`src/rtl/mem_pkg.sv`:
```
// Shared types for the L1 data cache: FSM states, bus transaction record, size defaults.
// Also holds the byte-enable merge helper used on write-hit updates.
package mem_pkg;
   localparam int DEF_XLEN  = 32;
   localparam int DEF_LINES = 16;

   typedef enum logic [1:0] {
      S_IDLE = 2'd0,
      S_REQ  = 2'd1,
      S_WAIT = 2'd2,
      S_DONE = 2'd3
   } state_t;

   typedef struct packed {
      logic                we;
      logic [DEF_XLEN-1:0] addr;
      logic [3:0]          be;
      logic [DEF_XLEN-1:0] wdata;
   } bus_txn_t;

   function automatic logic [DEF_XLEN-1:0] merge_be(input logic [DEF_XLEN-1:0] old_w,
                                                    input logic [DEF_XLEN-1:0] new_w,
                                                    input logic [3:0]          be);
      logic [DEF_XLEN-1:0] res;
      res = old_w;
      for (int b = 0; b < 4; b++) begin
         if (be[b]) res[8*b +: 8] = new_w[8*b +: 8];
      end
      return res;
   endfunction
endpackage

```
`src/rtl/dcache_array.sv`:
```
// Direct-mapped tag/valid/data store: combinational read, one write port, one invalidate port.
// A snoop matching the line being written in the same cycle leaves that line invalid.
module dcache_array #(
   parameter int XLEN  = 32,
   parameter int LINES = 16,
   parameter int IW    = $clog2(LINES),
   parameter int TW    = XLEN - IW - 2
) (
   input  logic            clk,
   input  logic            rst_n,
   input  logic [IW-1:0]   i_rd_idx,
   output logic            o_rd_valid,
   output logic [TW-1:0]   o_rd_tag,
   output logic [XLEN-1:0] o_rd_data,
   input  logic            i_wr_en,
   input  logic [IW-1:0]   i_wr_idx,
   input  logic [TW-1:0]   i_wr_tag,
   input  logic [XLEN-1:0] i_wr_data,
   input  logic            i_inv_en,
   input  logic [IW-1:0]   i_inv_idx,
   input  logic [TW-1:0]   i_inv_tag
);
   logic [LINES-1:0] r_valid;
   logic [TW-1:0]    r_tag  [LINES];
   logic [XLEN-1:0]  r_data [LINES];
   logic             w_inv_hits_wr;

   assign o_rd_valid = r_valid[i_rd_idx];
   assign o_rd_tag   = r_tag[i_rd_idx];
   assign o_rd_data  = r_data[i_rd_idx];

   assign w_inv_hits_wr = i_inv_en && (i_inv_idx == i_wr_idx) && (i_inv_tag == i_wr_tag);

   always_ff @(posedge clk) begin
      if (i_wr_en) begin
         r_tag[i_wr_idx]  <= i_wr_tag;
         r_data[i_wr_idx] <= i_wr_data;
      end
   end

   genvar gi;
   generate
      for (gi = 0; gi < LINES; gi++) begin : g_valid
         // Write owns the valid bit of its line; snoop only clears lines not being rewritten.
         always_ff @(posedge clk or negedge rst_n) begin
            if (!rst_n) begin
               r_valid[gi] <= 1'b0;
            end else if (i_wr_en && (i_wr_idx == IW'(gi))) begin
               r_valid[gi] <= !w_inv_hits_wr;
            end else if (i_inv_en && (i_inv_idx == IW'(gi)) && (r_tag[gi] == i_inv_tag)) begin
               r_valid[gi] <= 1'b0;
            end
         end
      end
   endgenerate
endmodule

```
`src/rtl/l1_dcache.sv`:
```
// Write-through, no-write-allocate direct-mapped L1 data cache with one-word lines.
// Misses and all stores go to a shared bus through an IDLE/REQ/WAIT/DONE handshake.
module l1_dcache
   import mem_pkg::*;
#(
   parameter int XLEN  = DEF_XLEN,
   parameter int LINES = DEF_LINES
) (
   input  logic            clk,
   input  logic            rst_n,
   input  logic            dmem_memRead,
   input  logic            dmem_memWrite,
   input  logic [3:0]      dmem_be,
   input  logic [XLEN-1:0] dmem_addr,
   input  logic [XLEN-1:0] dmem_wdata,
   output logic [XLEN-1:0] dmem_rdata,
   output logic            dmem_stall,
   output logic            bus_req,
   input  logic            bus_gnt,
   output logic            bus_we,
   output logic [XLEN-1:0] bus_addr,
   output logic [3:0]      bus_be,
   output logic [XLEN-1:0] bus_wdata,
   input  logic            bus_ack,
   input  logic [XLEN-1:0] bus_rdata,
   input  logic            snoop_valid,
   input  logic [XLEN-1:0] snoop_addr
);
   localparam int IW = $clog2(LINES);
   localparam int TW = XLEN - IW - 2;

   state_t          r_state, w_state_next;
   bus_txn_t        r_txn;
   logic [XLEN-1:0] r_resp;
   logic [XLEN-1:0] w_lookup_addr;
   logic            w_rd_valid;
   logic [TW-1:0]   w_rd_tag;
   logic [XLEN-1:0] w_rd_data;
   logic            w_hit, w_start, w_ack, w_fill, w_wmerge;
   logic [XLEN-1:0] w_wr_data;
   logic            w_unused_snoop;

   // In IDLE the array is probed with the live core address; afterwards with the held one.
   assign w_lookup_addr = (r_state == S_IDLE) ? dmem_addr : r_txn.addr;
   assign w_hit     = w_rd_valid && (w_rd_tag == w_lookup_addr[XLEN-1:IW+2]);
   assign w_start   = (r_state == S_IDLE) && ((dmem_memRead && !w_hit) || dmem_memWrite);
   assign w_ack     = (r_state == S_WAIT) && bus_ack;
   assign w_fill    = w_ack && !r_txn.we;
   assign w_wmerge  = w_ack && r_txn.we && w_hit;
   assign w_wr_data = w_fill ? bus_rdata : merge_be(w_rd_data, r_txn.wdata, r_txn.be);
   assign w_unused_snoop = ^snoop_addr[1:0];

   dcache_array #(.XLEN(XLEN), .LINES(LINES)) u_array (
      .clk        (clk),
      .rst_n      (rst_n),
      .i_rd_idx   (w_lookup_addr[IW+1:2]),
      .o_rd_valid (w_rd_valid),
      .o_rd_tag   (w_rd_tag),
      .o_rd_data  (w_rd_data),
      .i_wr_en    (w_fill || w_wmerge),
      .i_wr_idx   (r_txn.addr[IW+1:2]),
      .i_wr_tag   (r_txn.addr[XLEN-1:IW+2]),
      .i_wr_data  (w_wr_data),
      .i_inv_en   (snoop_valid),
      .i_inv_idx  (snoop_addr[IW+1:2]),
      .i_inv_tag  (snoop_addr[XLEN-1:IW+2])
   );

   always_ff @(posedge clk or negedge rst_n) begin
      if (!rst_n) r_state <= S_IDLE;
      else        r_state <= w_state_next;
   end

   always_comb begin
      w_state_next = r_state;
      case (r_state)
         S_IDLE:  if (w_start) w_state_next = S_REQ;
         S_REQ:   if (bus_gnt) w_state_next = S_WAIT;
         S_WAIT:  if (bus_ack) w_state_next = S_DONE;
         default: w_state_next = S_IDLE;
      endcase
   end

   always_comb begin
      dmem_stall = 1'b0;
      bus_req    = 1'b0;
      dmem_rdata = r_resp;
      case (r_state)
         S_IDLE: begin
            dmem_stall = w_start;
            if (dmem_memRead && w_hit) dmem_rdata = w_rd_data;
         end
         S_REQ: begin
            dmem_stall = 1'b1;
            bus_req    = 1'b1;
         end
         S_WAIT:  dmem_stall = 1'b1;
         default: ;
      endcase
   end

   always_ff @(posedge clk or negedge rst_n) begin
      if (!rst_n) begin
         r_txn  <= '0;
         r_resp <= '0;
      end else begin
         if (w_start) begin
            r_txn.we    <= dmem_memWrite;
            r_txn.addr  <= dmem_addr;
            r_txn.be    <= dmem_memWrite ? dmem_be : 4'b1111;
            r_txn.wdata <= dmem_wdata;
         end
         if (w_fill) r_resp <= bus_rdata;
      end
   end

   assign bus_we    = r_txn.we;
   assign bus_addr  = r_txn.addr;
   assign bus_be    = r_txn.be;
   assign bus_wdata = r_txn.wdata;
endmodule

```
`config.mk`:
```
export PLATFORM = sky130hd
export DESIGN_NAME = l1_dcache
export DESIGN_NICKNAME = d
export VERILOG_FILES = /design/src/rtl/mem_pkg.sv /design/src/rtl/dcache_array.sv /design/src/rtl/l1_dcache.sv
export SDC_FILE = /design/constraint.sdc
export NUM_CORES = 2
export LEC_CHECK = 0
export ABC_CLOCK_PERIOD_IN_PS = 9700
export CORE_MARGIN = 2
export CORE_UTILIZATION = 40
export DETAILED_ROUTE_END_ITERATION = 7
export GPL_TIMING_DRIVEN = 0
export HOLD_SLACK_MARGIN = 0.03
export PLACE_DENSITY = 0.59
export SYNTH_ARGS = -nofsm -noshare
export SYNTH_HDL_FRONTEND = slang
export SYNTH_SLANG_ARGS = --single-unit
```
`constraint.sdc`:
```
create_clock -name clk -period 9.7 [get_ports clk]
set_input_delay 2.425 -clock clk [delete_from_list [all_inputs] [get_ports clk]]
set_output_delay 2.425 -clock clk [all_outputs]
set_load 0.03 [all_outputs]
```
==> Yosys cells after proc, flatten, opt, wreduce, memory -nomap -nowiden <==
Memory sizes are Yosys's and may differ from the RTL's.
Cells that the tools add are included.
{ "word_totals": {"ff_bits": 119, "mem_bits_rw": 928, "in_bits": 139, "out_inout_bits": 103, "elab_cells": 214, "n_memories": 2} }
{ "classes": {"magnitude_cmp": 1, "n_eq_ne": 54, "muxes": 51, "reduce_logical": 84} }
{ "memory_table": {"columns": ["memory", "words", "word_bits", "read_ports", "rd_clocked_by_memory_dff", "wr", "line", "text"], "rows": [
  ["u_array.r_data", 16, 32, 1, 0, 1, "dcache_array.sv:25", "logic [XLEN-1:0] r_data [LINES];"],
  ["u_array.r_tag", 16, 26, 17, 0, 1, "dcache_array.sv:24", "logic [TW-1:0] r_tag [LINES];"]
]} }
{ "ops": {"columns": ["op", "n"], "rows": [
  ["equality test 26 bit", 18],
  ["two-way mux 32 bit", 4],
  ["equality test 4 bit (second input constant)", 16],
  ["logical AND 1 bit", 58],
  ["two-way mux 1 bit", 36],
  ["equality test 4 x 3 -> 1 bit (second input constant)", 8],
  ["two-way mux 8 bit", 4],
  ["nonzero test 2 bit", 16],
  ["equality test 4 x 2 -> 1 bit (second input constant)", 4],
  ["equality test 4 x 1 -> 1 bit (second input constant)", 2],
  ["zero test 4 bit", 2],
  ["two-way mux 2 bit", 3],
  ["!= test 2 bit (second input constant)", 3],
  ["case mux 2 bit (3 select lines)", 1],
  ["< comparator 4 x 5 -> 1 bit (second input constant)", 1],
  ["binary-select mux 1 bit (select 4 bit)", 1],
  ["equality test 4 bit", 1],
  ["two-way mux 4 bit", 1],
  ["zero test 1 bit", 3],
  ["AND reduction 3 bit", 1],
  ["equality test 2 x 1 -> 1 bit (second input constant)", 1],
  ["equality test 2 bit (second input constant)", 1],
  ["zero test 2 bit", 1],
  ["logical OR 1 bit", 2],
  ["2 further kinds", 2]
]} }

==> Longest topological paths before layout <==
{ "logic_depth": {"depth_word": 11, "mapped_depth": 18, "depth_no_buf": 12} }

==> Hierarchy <==
A second synthesis with hierarchy kept.
{ "hier_totals": {"cells_unflattened": 2518, "hier_area_um2": 46326.9} }
{ "modules_own_cells": {"columns": ["mod", "instances", "cells_each", "area_per_inst_um2", "seq_area_each_um2"], "rows": [
  ["dcache_array", 1, 2016, 40750.3, 28267.1],
  ["l1_dcache", 1, 502, 5576.6, 2577.5]
]} }

==> Worst setup path after synthesis <==
Ideal clock, no wire load.
{ "synth_timing": {"kind": "input port to flip-flop", "startpoint": "input port dmem_addr[3]", "endpoint": "memory u_array.r_data[0][0] (enable)", "setup_ns": 0.617, "arrival_ns": 10.577, "required_time_ns": 9.083, "slack_ns": -1.494, "path_stages": 10, "n_path_buf": 1, "path_cell_list": "mux2i_2 > mux4_2 > and3_1 > a31oi_1 > mux2_2 > a2111oi_2 > nand4_1 > o31a_1 > clkbuf_1 > nor4_1"} }
{ "synth_via": {"elab_chain_cells": 8, "word_cells_on_any_way": 10, "cone_classes": "eq/ne (1); mux (5); reduce/logical (3); memory (1)"} }
{ "synth_lines": {"columns": ["element", "line", "text"], "rows": [
  ["start: declaration", "l1_dcache.sv:14", "input logic [XLEN-1:0] dmem_addr,"],
  ["two-way mux 32 bit (*)", "l1_dcache.sv:44", "assign w_lookup_addr = (r_state == S_IDLE) ? dmem_addr : r_txn.addr;"],
  ["memory (16 x 26 bit) or binary-select mux 1 bit (select 4 bit) (tied branches)", null, null],
  ["equality test 26 bit or two-way mux 1 bit (tied branches)", "l1_dcache.sv:45, dcache_array.sv:28", null],
  ["logical AND 1 bit (*)", "l1_dcache.sv:45", "assign w_hit = w_rd_valid && (w_rd_tag == w_lookup_addr[XLEN-1:IW+2]);"],
  ["logical AND 1 bit (*)", "l1_dcache.sv:49", "assign w_wmerge = w_ack && r_txn.we && w_hit;"],
  ["logical OR 1 bit (*)", "l1_dcache.sv:60", ".i_wr_en (w_fill || w_wmerge),"],
  ["two-way mux 1 bit (*)", "dcache_array.sv:35", "if (i_wr_en) begin"],
  ["two-way mux 1 bit (implied by the code) (*)", "dcache_array.sv:37", "r_data[i_wr_idx] <= i_wr_data;"],
  ["end: declaration", "dcache_array.sv:25", null]
]} }
Mark *: on every way between the ends. The rest lies on a longest branch, timed or not. The select of a mux whose other input is x is not followed.

==> Worst setup path after layout <==
{ "layout_timing": {"startpoint": "input port dmem_addr[4]", "endpoint": "output port dmem_rdata[9]"} }
{ "layout_via": {"elab_chain_cells": 7, "word_cells_on_any_way": 10, "cone_classes": "eq/ne (1); mux (5); reduce/logical (2); memory (2)"} }
{ "layout_lines": {"columns": ["element", "line", "text"], "rows": [
  ["two-way mux 32 bit (*)", "l1_dcache.sv:44", null],
  ["memory (16 x 26 bit) or binary-select mux 1 bit (select 4 bit) (tied branches)", null, null],
  ["equality test 26 bit or two-way mux 1 bit (tied branches)", "l1_dcache.sv:45, dcache_array.sv:28", null],
  ["logical AND 1 bit", "l1_dcache.sv:45", null],
  ["logical AND 1 bit", "l1_dcache.sv:91", "if (dmem_memRead && w_hit) dmem_rdata = w_rd_data;"],
  ["two-way mux 32 bit (*)", "l1_dcache.sv:91", null],
  ["two-way mux 32 bit (*)", "l1_dcache.sv:88", "case (r_state)"],
  ["end: declaration", "l1_dcache.sv:16", "output logic [XLEN-1:0] dmem_rdata,"]
]} }
Marked as above.

==> results by group <==
Setup path
  – Critical path's largest stage delay: 0.51 ns
  – Launch instance of the worst register-to-register path: r_state[0]
  – Number of cells on the worst reg-to-reg path: 19
  – Capturing element type of the critical path: output pin
  – Critical Path Slowest Stage Cell: sky130_fd_sc_hd__or2_2
  – Worst path buffer plus inverter count: 6
  – Startpoint class of the critical path: input pin
  – Capture point of the worst reg-to-reg path: u_array.r_data[0][31]
  – Biggest fanout along the worst timing path: 10
  – Required time of the critical path: 7.28 ns
  – Cell class contributing the biggest share of worst-path delay: simple AND/OR/NAND/NOR gates
  – Flop-to-flop setup slack: 1.89 ns
  – CP arrival: 7.32 ns
  – Crit-path cells: clkdlybuf4s50_1 > clkbuf_2 > and3b_1 > or2_2 > clkbuf_2 > nand2_1 > nand4_1 > xnor2_1 > nor4_4 > nand2_1 > nand4b_4 > nor2_4 > buf_12 > buf_6 > mux2_1 > dlygate4sd2_1
  – WS Path Type: in2out

Synthesis
  – Number of enable flip-flop cells after synthesis: 928
  – Synth Net Count: 3,177
  – Mean Syn Cell Area: 15.6 um2
  – Fraction of registers with async set or reset after synthesis: 11.4%
  – Number of synthesized register bits: 1,047
  – Sequential share of the synthesized area: 65.0%
  – Number of instances in the synthesized netlist: 3,034
  – Post-synthesis instance area: 47,500 um2
  – Unique masters post-synth: 70
  – Dominant synthesized flop cell: sky130_fd_sc_hd__edfxtp_1
  – Yosys warns: 0

Power
  – Maximum VDD drop: 0.000208 V
  – Sequential share of power: 34.8%
  – Internal: 11.7 mW
  – Power density over cell area: 341 nW/um2
  – Switching Fraction: 40.2%
  – P_sw: 7.86 mW
  – Clock network fraction of design power: 22.0%
  – Combinational Power Share: 43.2%
  – Total leakage power: 19.5 nW

Routing
  – Total detailed-routing wirelength: 189 mm
  – Routed wire length per instance: 36.6 um
  – Drt initial violations: 4,269
  – Drt via density: 6.03
  – TritonRoute pass-1 iters: 7
  – Via Count: 31,145
  – Total DRC errors in the routed layout: 0
  – Number of nets with antenna violations after detailed routing: 0

STA
  – Post-route clock period utilization: 101%
  – Worst slack on hold paths: 0.470 ns
  – Setup repair after global routing missed its margin: no
  – Worst-Margin Slew: 1.35 ns
  – Slew HR: 9.80%
  – Min setup slack post-route: -0.0493 ns
  – Final Max Tran Viols: 0
  – Endpoints failing setup: 19
  – Max Fclk: 0.103 GHz
  – Worst clock skew: 0.0426 ns
  – Final hold viol count: 0
  – Final min period: 9.75 ns

Die
  – Die area: 121,000 um2
  – Core ar.: 118,000 um2
  – Effective utilization at floorplan: 40.3%
  – Chip Height: 349 um
  – Standard-cell row count: 126
  – Number of placed I/O pins: 242
  – Die width: 349 um

Placement
  – Area post-placement: 53,300 um2
  – Placement-stage worst setup slack: -1.85 ns
  – HPWL after DPL: 145 mm
  – Number of instances in the placed design: 4,940
  – RD Place Congestion: 1.03
  – Total of buffers placed on input and output ports: 213

GRT
  – Antenna violations before repair: 11
  – Number of global-route vias before repair: 30,569
  – Largest net degree at the start of global routing: 70
  – Tot GR Track Use: 30.9%
  – First-pass GRT wire length: 256 mm
  – Total overflow reported by the global router: 0

Clock network
  – Clk Tree Root Cell: sky130_fd_sc_hd__clkbuf_16
  – Number of hold-repair buffers added at the cts stage: 0
  – H-tree Lvls: 3
  – Clk Latency, worst-skew pair: 0.73 ns
  – Clk sink count: 1,047
  – CTS Buffer Depth: 3
  – TritonCTS clock tree: done
  – Register clock-pin slew on the reported worst setup and hold paths: 0.06 ns
  – Num CTS Buffers: 114

Flow run
  – Number of violations of the max-capacitance limit: 0

Cells and area
  – Fraction of layout instances using a drive strength above 1: 20.4%
  – Cell area after layout: 57,300 um2
  – Post-layout net count: 3,670
  – Layout filler cell count: 10,191
  – Area growth from synthesis to layout: 20.8%
  – Number of standard cells in the final layout excluding fillers: 5,166
  – Final design utilization: 48.6%

Run status
  – Violations in the final reports: setup timing
  – Outcome: finished with violations

Worst hold path
  – Number of cells on the worst hold path: 2
  – Min-Delay Endpoint: r_resp[24]
  – Min-Delay Startpoint: r_resp[24]
  – Hold WC Path Type: reg2reg
worst max-delay path by stage:
| stage | cells past startpoint | to | start | slack (ns) |
|---|---|---|---|---|
| final | 16 | dmem_rdata[9] | dmem_addr[4] | -0.05 |
| after detailed placement | 14 | dmem_stall | dmem_addr[4] | -1.85 |
| after global placement | 11 | u_array.r_data[8][30] | dmem_addr[4] | -13.08 |
| after CTS | 16 | dmem_stall | dmem_addr[4] | -0.14 |
| after global routing | 18 | dmem_rdata[9] | dmem_addr[2] | 0.000008 |
| after floorplan | 10 | u_array.r_data[0][0] | dmem_addr[3] | -1.49 |
cell usage after synthesis (all sizes together) (4+ instances only):
| master | count | share of area (%) |
|---|---|---|
| o22ai | 17 | 0.22 |
| nor2 | 35 | 0.29 |
| nand2 | 363 | 2.9 |
| a31oi | 45 | 0.59 |
| mux2i | 91 | 1.9 |
| dfrtp | 119 | 6.3 |
| a22oi | 9 | 0.15 |
| a32oi | 9 | 0.17 |
| inv | 10 | 0.079 |
| nand3 | 46 | 0.48 |
| a22o | 4 | 0.074 |
| nor4 | 76 | 1.0 |
| or2 | 5 | 0.066 |
| o22a | 4 | 0.074 |
| nor2b | 6 | 0.079 |
| and3 | 38 | 0.50 |
| mux4 | 206 | 9.8 |
| ha | 4 | 0.11 |
| nand4 | 109 | 1.4 |
| o211ai | 13 | 0.21 |
| nor3b | 4 | 0.063 |
| xnor2 | 286 | 5.3 |
| xor2 | 178 | 3.3 |
| mux2 | 105 | 2.5 |
| clkbuf | 114 | 0.90 |
| nand2b | 9 | 0.12 |
| a21oi | 9 | 0.10 |
| o21ai | 47 | 0.50 |
| edfxtp | 928 | 59 |
| buf | 71 | 0.92 |
| nor3 | 25 | 0.26 |
logic make-up (layout without fill, tap and decap cells):
| logic type | count (synthesis) | count (layout) | share of synthesized area (%) |
|---|---|---|---|
| compound gates | 187 | 187 | 2.69 |
| other cells | 0 | 5 | 0 |
| simple gates | 735 | 735 | 7.55 |
| flops | 1047 | 1047 | 65.0 |
| fa+ha+maj | 4 | 4 | 0.105 |
| mux | 402 | 402 | 14.2 |
| buf+inv | 195 | 786 | 1.90 |
| xor+xnor | 464 | 464 | 8.56 |
worst min-delay path: stages (launching register included):
cell and delay, ns:
sky130_fd_sc_hd__dfrtp_1 0.34, sky130_fd_sc_hd__nand2_1 0.05, sky130_fd_sc_hd__nand2_1 0.05
placed cells by master, fill, tap and decap left out, types with 10 or more instances in the layout:
cell type / instances
sky130_fd_sc_hd__buf_6: 76
sky130_fd_sc_hd__o21ai_0: 16
sky130_fd_sc_hd__inv_1: 10
sky130_fd_sc_hd__a31oi_1: 41
sky130_fd_sc_hd__dfrtp_1: 119
sky130_fd_sc_hd__nor4_1: 67
sky130_fd_sc_hd__and3_1: 38
sky130_fd_sc_hd__nor3_2: 10
sky130_fd_sc_hd__clkinv_2: 21
sky130_fd_sc_hd__xor2_1: 177
sky130_fd_sc_hd__clkbuf_16: 116
sky130_fd_sc_hd__mux2i_1: 86
sky130_fd_sc_hd__nand2_1: 363
sky130_fd_sc_hd__dlygate4sd2_1: 32
sky130_fd_sc_hd__nor2_1: 30
sky130_fd_sc_hd__mux2_2: 67
sky130_fd_sc_hd__edfxtp_1: 928
sky130_fd_sc_hd__xnor2_1: 278
sky130_fd_sc_hd__buf_2: 31
sky130_fd_sc_hd__mux4_2: 206
sky130_fd_sc_hd__nand3_1: 46
sky130_fd_sc_hd__clkinv_1: 25
sky130_fd_sc_hd__nor3_1: 15
sky130_fd_sc_hd__clkbuf_1: 134
sky130_fd_sc_hd__mux2_1: 32
sky130_fd_sc_hd__o21ai_1: 29
sky130_fd_sc_hd__buf_4: 93
sky130_fd_sc_hd__buf_8: 14
sky130_fd_sc_hd__o22ai_1: 16
sky130_fd_sc_hd__o211ai_1: 13
sky130_fd_sc_hd__clkbuf_8: 11
sky130_fd_sc_hd__clkdlybuf4s50_1: 177
sky130_fd_sc_hd__nand4_1: 109
power groups by stage:
stage | logic [mW] | clock network [mW] | registers [mW]
6_report | 8.44 | 4.30 | 6.81
5_1_grt | 8.79 | 4.52 | 6.87
4_1_cts | 8.37 | 4.34 | 6.81
3_5_place_dp | 8.13 | 0 | 6.90
3_3_place_gp | 7.87 | 0 | 6.97
2_1_floorplan | 4.41 | 0 | 6.98
flip-flops by register name, summed over array words and instances, names as in the netlist:
name / count
bus_wdata: 32
bus_addr: 32
bus_be: 4
u_array.r_data: 512
u_array.r_valid: 16
u_array.r_tag: 416
r_resp: 32
r_state: 2
bus_we: 1
metrics by stage:
stage	TNS [ns]	total power, mW
2_1_floorplan	-334.09	11.4
5_1_grt	0	20.2
3_5_place_dp	-78.69	15.0
6_report	-0.316	19.6
3_3_place_gp	-8555.25	14.8
4_1_cts	-0.143	19.5
layer usage:
metal  global-route usage, %  vias up  wire length, um
li1                        -    12733                -
met1                    39.5    16283            71700
met2                    49.6     1709            88600
met3                    5.79      410            15900
met4                    17.3       10            12700
met5                       0        -               65
area by class of cell:
class	count	area [um2]	area share, %
inverters	10	37.5	0.0655
diodes	5	12.5	0.0218
well taps	1536	1920	3.35
repair buffers	378	3810	6.64
flip-flops and latches	1047	30800	53.8
multi-input cells	1792	16100	28.2
plain buffers	184	921	1.61
clock buffers	155	3160	5.51
clock inverters	59	497	0.866
what timing repair did:
action,CTS,global route
gates resized for setup,100,11
pin swaps,4,1
endpoints found under the setup margin,33,33
cloned,0,0
setup buffers,7,0
hold endpoints to repair,0,0
Power figures use the tool's default switching activity.
